--- config.mk ---
export PLATFORM = sky130hd
export DESIGN_NAME = blowfish128_decrypt_core_flat
export DESIGN_NICKNAME = d
export VERILOG_FILES = /design/src/rtl/blowfish128_pkg.sv /design/src/rtl/blowfish128_decrypt_core_if.sv /design/src/rtl/blowfish128_decrypt_core.sv /design/src/flat_wrapper.sv
export SDC_FILE = /design/constraint.sdc
export NUM_CORES = 2
export LEC_CHECK = 0
export CAP_MARGIN = 5
export CORE_AREA = 2 2 397 399
export DETAILED_ROUTE_END_ITERATION = 6
export DIE_AREA = 0 0 399 401
export HOLD_SLACK_MARGIN = 0.03
export MAX_ROUTING_LAYER = met4
export PLACE_DENSITY = 0.51
export SYNTH_ARGS = -nofsm -noshare
export SYNTH_HDL_FRONTEND = slang
export SYNTH_SLANG_ARGS = --single-unit
export TNS_END_PERCENT = 5
--- constraint.sdc ---
create_clock -name Clk -period 2.2 [get_ports Clk]
set_input_delay 0.33 -clock Clk [delete_from_list [all_inputs] [get_ports Clk]]
set_output_delay 0.33 -clock Clk [all_outputs]
set_load 0.02 [all_outputs]
--- src/rtl/blowfish128_pkg.sv ---
// Shared constants, types and key-packing helper for the Blowfish-128 datapath.
package blowfish128_pkg;

    localparam int unsigned ROUNDS    = 8;
    localparam int unsigned KEY_WORDS = 20;
    localparam int unsigned WORD_W    = 32;
    localparam int unsigned HALF_W    = 64;
    localparam int unsigned BLOCK_W   = 128;
    localparam int unsigned RCNT_W    = 3;
    localparam int unsigned KIDX_W    = 4;

    typedef enum logic [2:0] {
        IDLE      = 3'd0,
        ROUND_REQ = 3'd1,
        ROUND_ACK = 3'd2,
        WHITEN    = 3'd3,
        DONE      = 3'd4
    } dstate_t;

    // Word 0 holds P1, word 19 holds P20.
    typedef logic [KEY_WORDS-1:0][WORD_W-1:0] parray_t;

    typedef struct packed {
        logic [HALF_W-1:0] l;
        logic [HALF_W-1:0] r;
    } block_t;

    // K[j] = {P(2j+1), P(2j+2)}
    function automatic logic [HALF_W-1:0] pack_key(input parray_t p, input logic [KIDX_W-1:0] j);
        logic [4:0] idx;
        idx = {j, 1'b0};
        return {p[idx], p[idx + 5'd1]};
    endfunction

endpackage

--- src/rtl/blowfish128_decrypt_core_if.sv ---
// Request/acknowledge link to the shared F-function block.
interface blowfish128_decrypt_core_if;
    import blowfish128_pkg::*;

    logic              ffunc_enable;
    logic [HALF_W-1:0] X;
    logic              ffunc_ready;
    logic [HALF_W-1:0] Y;

    modport master (output ffunc_enable, output X, input ffunc_ready, input Y);
    modport slave  (input ffunc_enable, input X, output ffunc_ready, output Y);

endinterface

--- src/rtl/blowfish128_decrypt_core.sv ---
// Blowfish-128 decryption: 8 Feistel rounds on 64-bit halves with reversed subkeys,
// F-function evaluated externally over a 4-phase handshake.
module blowfish128_decrypt_core
    import blowfish128_pkg::*;
(
    input  logic                 Clk,
    input  logic                 RstN,
    input  logic                 Start,
    input  logic [BLOCK_W-1:0]   cipherText,
    output logic [BLOCK_W-1:0]   plainText,
    output logic                 plainReady,
    output logic                 busy,
    input  logic                 skey_ready,
    input  logic [WORD_W-1:0]    P1,
    input  logic [WORD_W-1:0]    P2,
    input  logic [WORD_W-1:0]    P3,
    input  logic [WORD_W-1:0]    P4,
    input  logic [WORD_W-1:0]    P5,
    input  logic [WORD_W-1:0]    P6,
    input  logic [WORD_W-1:0]    P7,
    input  logic [WORD_W-1:0]    P8,
    input  logic [WORD_W-1:0]    P9,
    input  logic [WORD_W-1:0]    P10,
    input  logic [WORD_W-1:0]    P11,
    input  logic [WORD_W-1:0]    P12,
    input  logic [WORD_W-1:0]    P13,
    input  logic [WORD_W-1:0]    P14,
    input  logic [WORD_W-1:0]    P15,
    input  logic [WORD_W-1:0]    P16,
    input  logic [WORD_W-1:0]    P17,
    input  logic [WORD_W-1:0]    P18,
    input  logic [WORD_W-1:0]    P19,
    input  logic [WORD_W-1:0]    P20,
    blowfish128_decrypt_core_if.master ff
);

    localparam logic [2:0] ST_IDLE      = IDLE;
    localparam logic [2:0] ST_ROUND_REQ = ROUND_REQ;
    localparam logic [2:0] ST_ROUND_ACK = ROUND_ACK;
    localparam logic [2:0] ST_WHITEN    = WHITEN;
    localparam logic [2:0] ST_DONE      = DONE;

    logic [2:0]        state_q, state_d;
    logic [RCNT_W-1:0] rcnt_q, rcnt_d;
    parray_t           key_q, key_d;
    logic [HALF_W-1:0] lh_q, lh_d;
    logic [HALF_W-1:0] rh_q, rh_d;
    logic [HALF_W-1:0] x_q, x_d;
    logic              en_q, en_d;
    logic              done_q, done_d;
    logic              busy_q, busy_d;

    parray_t           p_in;
    block_t            ct;
    logic [HALF_W-1:0] rkey [ROUNDS];
    logic [RCNT_W-1:0] rcnt_inc;
    logic [HALF_W-1:0] rkey_next;

    assign p_in = {P20, P19, P18, P17, P16, P15, P14, P13, P12, P11,
                   P10, P9,  P8,  P7,  P6,  P5,  P4,  P3,  P2,  P1};
    assign ct   = cipherText;

    // Round-key table over K[2..9]; entry 7-r yields DK[r] = K[9-r].
    always_comb begin
        for (int unsigned i = 0; i < ROUNDS; i++) begin
            rkey[i] = pack_key(key_q, KIDX_W'(i + 2));
        end
        rcnt_inc  = rcnt_q + RCNT_W'(1);
        rkey_next = rkey[RCNT_W'(ROUNDS - 1) - rcnt_inc];
    end

    // Next-state and datapath update.
    always_comb begin
        state_d = state_q;
        rcnt_d  = rcnt_q;
        key_d   = key_q;
        lh_d    = lh_q;
        rh_d    = rh_q;
        x_d     = x_q;
        en_d    = en_q;
        done_d  = done_q;
        busy_d  = busy_q;

        case (state_q)
            ST_IDLE, ST_DONE: begin
                if (Start && skey_ready) begin
                    key_d   = p_in;
                    lh_d    = ct.l;
                    rh_d    = ct.r;
                    rcnt_d  = '0;
                    x_d     = ct.l ^ pack_key(p_in, KIDX_W'(9));
                    en_d    = 1'b1;
                    busy_d  = 1'b1;
                    done_d  = 1'b0;
                    state_d = ST_ROUND_REQ;
                end
            end
            ST_ROUND_REQ: begin
                if (ff.ffunc_ready) begin
                    lh_d    = rh_q ^ ff.Y;
                    rh_d    = x_q;
                    en_d    = 1'b0;
                    state_d = ST_ROUND_ACK;
                end
            end
            ST_ROUND_ACK: begin
                // Next request only after the acknowledge has dropped.
                if (!ff.ffunc_ready) begin
                    if (rcnt_q != RCNT_W'(ROUNDS - 1)) begin
                        rcnt_d  = rcnt_inc;
                        x_d     = lh_q ^ rkey_next;
                        en_d    = 1'b1;
                        state_d = ST_ROUND_REQ;
                    end else begin
                        state_d = ST_WHITEN;
                    end
                end
            end
            ST_WHITEN: begin
                lh_d    = rh_q ^ pack_key(key_q, KIDX_W'(0));
                rh_d    = lh_q ^ pack_key(key_q, KIDX_W'(1));
                busy_d  = 1'b0;
                done_d  = 1'b1;
                state_d = ST_DONE;
            end
            default: begin
                state_d = ST_IDLE;
            end
        endcase
    end

    always_ff @(posedge Clk or negedge RstN) begin
        if (!RstN) begin
            state_q <= ST_IDLE;
            rcnt_q  <= '0;
            key_q   <= '0;
            lh_q    <= '0;
            rh_q    <= '0;
            x_q     <= '0;
            en_q    <= 1'b0;
            done_q  <= 1'b0;
            busy_q  <= 1'b0;
        end else begin
            state_q <= state_d;
            rcnt_q  <= rcnt_d;
            key_q   <= key_d;
            lh_q    <= lh_d;
            rh_q    <= rh_d;
            x_q     <= x_d;
            en_q    <= en_d;
            done_q  <= done_d;
            busy_q  <= busy_d;
        end
    end

    assign plainText       = {lh_q, rh_q};
    assign plainReady      = done_q;
    assign busy            = busy_q;
    assign ff.ffunc_enable = en_q;
    assign ff.X            = x_q;

endmodule

--- src/flat_wrapper.sv ---
// flat-port wrapper written by rule: the top's interface ports become plain ports
module blowfish128_decrypt_core_flat import blowfish128_pkg::*;
  (Clk, RstN, Start, cipherText, plainText, plainReady, busy, skey_ready, P1, P2, P3, P4, P5, P6, P7, P8, P9, P10, P11, P12, P13, P14, P15, P16, P17, P18, P19, P20, ff_ffunc_enable, ff_X, ff_ffunc_ready, ff_Y);
  blowfish128_decrypt_core_if ff_i ();
  input  logic Clk;
  input  logic RstN;
  input  logic Start;
  input  logic [BLOCK_W-1:0] cipherText;
  output logic [BLOCK_W-1:0] plainText;
  output logic plainReady;
  output logic busy;
  input  logic skey_ready;
  input  logic [WORD_W-1:0] P1;
  input  logic [WORD_W-1:0] P2;
  input  logic [WORD_W-1:0] P3;
  input  logic [WORD_W-1:0] P4;
  input  logic [WORD_W-1:0] P5;
  input  logic [WORD_W-1:0] P6;
  input  logic [WORD_W-1:0] P7;
  input  logic [WORD_W-1:0] P8;
  input  logic [WORD_W-1:0] P9;
  input  logic [WORD_W-1:0] P10;
  input  logic [WORD_W-1:0] P11;
  input  logic [WORD_W-1:0] P12;
  input  logic [WORD_W-1:0] P13;
  input  logic [WORD_W-1:0] P14;
  input  logic [WORD_W-1:0] P15;
  input  logic [WORD_W-1:0] P16;
  input  logic [WORD_W-1:0] P17;
  input  logic [WORD_W-1:0] P18;
  input  logic [WORD_W-1:0] P19;
  input  logic [WORD_W-1:0] P20;
  output wire logic [$bits(ff_i.ffunc_enable)-1:0] ff_ffunc_enable;
  output wire logic [$bits(ff_i.X)-1:0] ff_X;
  input wire logic [$bits(ff_i.ffunc_ready)-1:0] ff_ffunc_ready;
  input wire logic [$bits(ff_i.Y)-1:0] ff_Y;
  assign ff_ffunc_enable = ff_i.ffunc_enable;
  assign ff_X = ff_i.X;
  assign ff_i.ffunc_ready = ff_ffunc_ready;
  assign ff_i.Y = ff_Y;
  blowfish128_decrypt_core u_core (.Clk(Clk), .RstN(RstN), .Start(Start), .cipherText(cipherText), .plainText(plainText), .plainReady(plainReady), .busy(busy), .skey_ready(skey_ready), .P1(P1), .P2(P2), .P3(P3), .P4(P4), .P5(P5), .P6(P6), .P7(P7), .P8(P8), .P9(P9), .P10(P10), .P11(P11), .P12(P12), .P13(P13), .P14(P14), .P15(P15), .P16(P16), .P17(P17), .P18(P18), .P19(P19), .P20(P20), .ff(ff_i));
endmodule
Word level (Yosys, flattened, before mapping)
Cells that the tools add are included.
{ "classes": {"addsub": 2, "order_cmp": 1, "eq_ne": 9, "mux": 30, "n_bitwise": 6, "reduce_logical": 13} }
{ "op_table": {"columns": ["cell", "n"], "rows": [
  ["2-to-1 mux 64 bit", 9],
  ["case mux 64 bit (3 select lines)", 2],
  ["bitwise XOR 64 bit", 5],
  ["binary-select mux 64 bit (select 3 bit)", 1],
  ["case mux 64 bit (2 select lines)", 1],
  ["2-to-1 mux 3 bit", 6],
  ["case mux 3 bit (4 select lines)", 1],
  ["equality test 3 x 2 -> 1 bit (second input constant)", 2],
  ["case mux 3 bit (2 select lines)", 1],
  ["AND reduction 3 bit", 2],
  ["nonzero test 3 bit", 2],
  ["2-to-1 mux 1 bit", 5],
  ["AND reduction 5 bit", 1],
  [">= comparator 4 bit (second input constant)", 1],
  ["!= test 2 x 1 -> 1 bit (second input constant)", 2],
  ["!= test 2 bit (second input constant)", 2],
  ["NOT 3 -> 4 bit", 1],
  ["case mux 1 bit (2 select lines)", 2],
  ["AND reduction 2 bit", 2],
  ["AND reduction 4 bit", 1],
  ["nonzero test 2 bit", 2],
  ["adder 3 x 1 -> 3 bit (second input constant)", 1],
  ["equality test 3 x 1 -> 1 bit (second input constant)", 1],
  ["equality test 3 bit (second input constant)", 1],
  ["other kinds (7)", 7]
]} }
{ "word_totals": {"regBits": 841, "inputBits": 837, "out_inout_bits": 195, "elab_cells": 89} }

Depth between registers and ports, before layout
{ "logic_depth": {"word_depth": 10, "mapped_depth": 8, "ltp_nobuf": 6} }

Worst setup path before layout
No wires, ideal clock.
{ "synth_path": {"path_type": "reg2reg", "startpoint": "reg u_core.rcnt_q[0]", "endpoint": "reg u_core.x_q[59] (netlist: u_core.ff.X[59])", "setup_ps": 153, "t_arrival_ps": 2253, "required_ps": 2047, "slack_ps": -206, "stages_incl_launch_ff": 9, "path_buffers": 2, "synth_period_minus_slack_ps": 2406, "cell_sequence": "dfrtp_1 -> ha_1 -> ha_1 -> clkbuf_1 -> clkbuf_1 -> mux4_2 -> mux2i_1 -> mux2i_1 -> a311oi_2"} }
{ "synth_via": {"elab_chain_cells": 10, "elab_cells_between_ends": 13, "cone_classes": "2 x add/sub; 2 x eq/ne; 6 x mux; 2 x bitwise; 1 x reduce/logical"} }
{ "synth_lines": {"columns": ["element", "line", "rtl"], "rows": [
  ["start: declaration", "blowfish128_decrypt_core.sv:44", "logic [RCNT_W-1:0] rcnt_q, rcnt_d;"],
  ["start signal: assignment", "blowfish128_decrypt_core.sv:145", "rcnt_q <= rcnt_d;"],
  ["adder 3 x 1 -> 3 bit", "blowfish128_decrypt_core.sv:68", "rcnt_inc = rcnt_q + RCNT_W'(1);"],
  ["subtractor 3 bit", "blowfish128_decrypt_core.sv:69", "rkey_next = rkey[RCNT_W'(ROUNDS - 1) - rcnt_inc];"],
  ["NOT 3 -> 4 bit (not written as such)", "blowfish128_decrypt_core.sv:69", null],
  ["binary-select mux 64 bit (select 3 bit)", "blowfish128_decrypt_core.sv:69", null],
  ["2-to-1 mux 64 bit (not written as such) (2 in a row)", "blowfish128_decrypt_core.sv:69", null],
  ["bitwise XOR 64 bit", "blowfish128_decrypt_core.sv:111", "x_d = lh_q ^ rkey_next;"],
  ["2-to-1 mux 64 bit", "blowfish128_decrypt_core.sv:109", "if (rcnt_q != RCNT_W'(ROUNDS - 1)) begin"],
  ["2-to-1 mux 64 bit", "blowfish128_decrypt_core.sv:108", "if (!ff.ffunc_ready) begin"],
  ["case mux 64 bit (2 select lines)", "blowfish128_decrypt_core.sv:84", "case (state_q)"],
  ["end signal: assignment", "blowfish128_decrypt_core.sv:139", "x_q <= '0;"],
  ["end signal: assignment", "blowfish128_decrypt_core.sv:149", "x_q <= x_d;"],
  ["end: declaration", "blowfish128_decrypt_core.sv:48", "logic [HALF_W-1:0] x_q, x_d;"]
]} }
Several ways; a longest one is shown, not always the timed one. The select of a mux whose other input is x is not followed.
A chain may end at the register's enable or synchronous reset.

Final worst setup path
{ "layout_path": {"startpoint": "reg u_core.rcnt_q[0]", "endpoint": "reg u_core.x_q[26] (netlist: u_core.ff.X[26])"} }
The elaborated chain is that of the path after synthesis.

==> run summary <==
Layout Utilization = 37.9%
CTS H-Tree Depth = 3
clock sinks = 841
vias = 36,900
core box area = 0.156 sq mm
# IOs = 1,032
post-synthesis sequential area ratio = 51.3%
WL met3 = 12,900 microns
wire per inst = 24.8 microns
CTS tree = yes
gpl congestion = 0.910
final setup margin = -0.195 ns
max-cap violation count = 0
area of the multi-input gates = 0.0187 sq mm
syn_nets = 5,313
power share of the clock group = 21.1%
grt ovf = 0
distinct cell type count after synthesis = 35
final hold vios = 0
Final setup viols = 63
largest net degree at the start of global routing = 112
crit path DAT = 2.98 ns
Placed Instances = 7,469
Switch Pwr = 0.0344 W
pwr/cell area = 1430 mW/mm^2
#FFs+latches synth = 841
area added between synthesis and finish = 44.0%
share of cells above drive strength 1 = 10.2%
internal power = 0.0503 W
routed wl met2 = 91,700 microns
fmax = 417 MHz
WHS Path Cells = 3
number of port buffers = 1,031
clock skew = 0.0326 ns
clock tree root driver cell = clkbuf_16
Post-Syn Area = 0.0410 sq mm
Hold Crit Class = input port to register
global-route wire length before repair = 272,000 microns
FP Rows = 145
yosys synthesis warning count = 0
Avg Inst Size Synth = 9.17 sq um
most common cell in the synthesized netlist = nand2_1
vias per cell = 4.78
placed inst area = 0.0553 sq mm
Post-Syn Instances = 4,473
die width = 399 microns
TritonCTS Buffers = 101
number of synthesized flops with an enable pin = 0
Cell Count, Final, Fillers Out = 7,710
M1 wire length = 79,000 microns
setup_tns = -6.63 ns
CP Capture Type = register
Tmin final = 2.40 ns
Reg clk slew, reported paths = 0.06 ns
leak pwr = 26.5 nW
vias in the first global route = 37,900
Post-synth ARST share = 100%
Yosys top cell area share = 51.3%
DRC = 0
Final HPWL DP = 145,000 microns
top cells by area, synth = dfrtp_1, nand2_1, mux4_2, mux2i_1, xnor2_1
drt initial violations = 2,826
Final #Nets = 6,365
Synth Flop Type = dfrtp_1
critical path required time = 2.78 ns
top sig layer = met4
run status = finished with violations
total detailed-routing wirelength = 191,000 microns
peak supply drop = 0.000655 V
Combinational Power Share = 44.5%
Post-synth top cells = nand2_1, dfrtp_1, nor2_1, clkbuf_1
RSZ-0062 raised after global routing = yes
initial antenna violation count = 51
Max Slew Vio Count = 0
clk_lat worst skew = 0.72 ns
Clock Tree Buf Depth = 3
WS Path Type = register to register
Filler Cell Count = 15,800
failing checks = setup timing
die area = 0.160 sq mm
worst-case reg-to-reg path depth = 9
DRT antenna net count = 0
Synth area leader = dfrtp_1
Least-Margin Pin Slew = 0.691 ns
fin area = 0.0590 sq mm
First-pass DRT Iterations = 7
Sw Ratio = 40.6%
final worst path period share = 109%
initial core utilization = 26.3%
die height = 401 microns
Max transition margin = 53.9%
Seq. cell area = 0.0211 sq mm
CP startpoint kind = register
Seq pwr share = 34.4%
worst-path maximum fanout = 12
Tot GR Track Use = 24.1%
## state kept, by name (all words and copies together) (netlist names), 3 cells and up
signal and flops:
u_core.key_q 640, u_core.ff.X 64, u_core.lh_q 64, u_core.rh_q 64, u_core.rcnt_q 3, u_core.state_q 3
## cell usage in the layout (no fill, tap or decap), types with 4 or more instances in the layout
cell	n
nand2_1	2058
clkdlybuf4s50_1	893
dfrtp_1	837
nor2_1	258
xnor2_1	192
mux2i_1	177
buf_4	152
dlygate4sd2_1	137
a21oi_1	132
mux4_2	128
clkbuf_16	103
buf_12	73
o211ai_1	65
a31oi_1	64
a211o_1	64
a211oi_1	64
a311oi_1	60
diode_2	42
clkbuf_1	21
clkbuf_8	21
clkinv_2	19
mux2i_2	14
bufinv_16	10
buf_6	10
buf_16	7
inv_6	5
a311oi_2	4
inv_16	4
clkinvlp_4	4
## power by group through the flow
stage               Clock, W  Combinational [W]  Sequential (W)
floorplan                  0             0.0206          0.0289
global placement           0             0.0377          0.0292
detailed placement         0             0.0382          0.0293
CTS                   0.0182             0.0380          0.0290
global route          0.0189             0.0410          0.0299
finish                0.0179             0.0377          0.0292
## kinds of logic (layout without fill, tap and decap cells)
family                     after synthesis  count (layout)  share of synthesized area [%]
adders and majority gates                3               3                         0.0916
muxes                                  320             320                           11.7
and+or+nand+nor                       2327            2327                           21.4
xor gates and xnor gates               192             192                           4.10
AOI/OAI and AO/OA                      463             463                           7.91
buffers and inverters                  327            1464                           3.46
other                                    0              42                              0
DFF                                    841             841                           51.3
## stage by stage
step / worst slack [ns] / hold slack, ns / total power, W
detailed placement: -0.224 / 0.266 / 0.0675
CTS: -0.222 / 0.0645 / 0.0853
finish: -0.195 / 0.128 / 0.0847
global placement: -0.235 / 0.268 / 0.0669
floorplan: 0.00878 / 0.0344 / 0.0495
global route: -0.286 / 0.0991 / 0.0898
## worst max-delay path, cell delays in order (launching register included)
cell      delay (ns)
dfrtp_4         0.49
ha_4            0.18
ha_4            0.28
buf_12          0.15
buf_16          0.17
buf_12          0.14
mux4_2          0.32
mux2i_2         0.21
mux2i_1         0.22
a311oi_1        0.06
## final cells by class
type	instances	area share [%]
Antenna cell	42	0.178
Clock buffer	145	4.99
Clock inverter	43	0.945
Inverter	2	0.0127
Multi-Input combinational cell	3305	31.7
Sequential cell	841	35.7
Tap cell	2058	4.36
Timing Repair Buffer	1274	22.1
## path summary, 6_finish.rpt
check | slack (ns) | end | start
worst max-delay path | -0.20 | u_core.ff.X[26] | u_core.rcnt_q[0]
worst min-delay path | 0.13 | u_core.key_q[22] | P1[22]
worst max register to register | -0.20 | u_core.ff.X[26] | u_core.rcnt_q[0]
worst min register to register | 0.47 | u_core.key_q[181] | u_core.key_q[181]
max in group asynchronous | 1.04 | u_core.key_q[72] | RstN
min in group asynchronous | 0.16 | u_core.lh_q[36] | RstN
## per-layer routing
metal / global-route usage [%] / vias to the layer above
met5: - / -
met4: 8.62 / 0
met3: 5.29 / 279
met2: 38.7 / 1362
met1: 29.6 / 18300
li1: - / 17000
## repair_timing
item | 4_1_cts | 5_1_grt
gates cloned | 2 | 0
hold endpoints to repair | 452 | 0
pin swaps | 39 | 4
gates resized for setup | 165 | 7
buffers inserted | 5 | 3
hold buffers | 1 | 0
endpoints found under the setup margin | 201 | 68
Power figures use the tool's default switching activity.
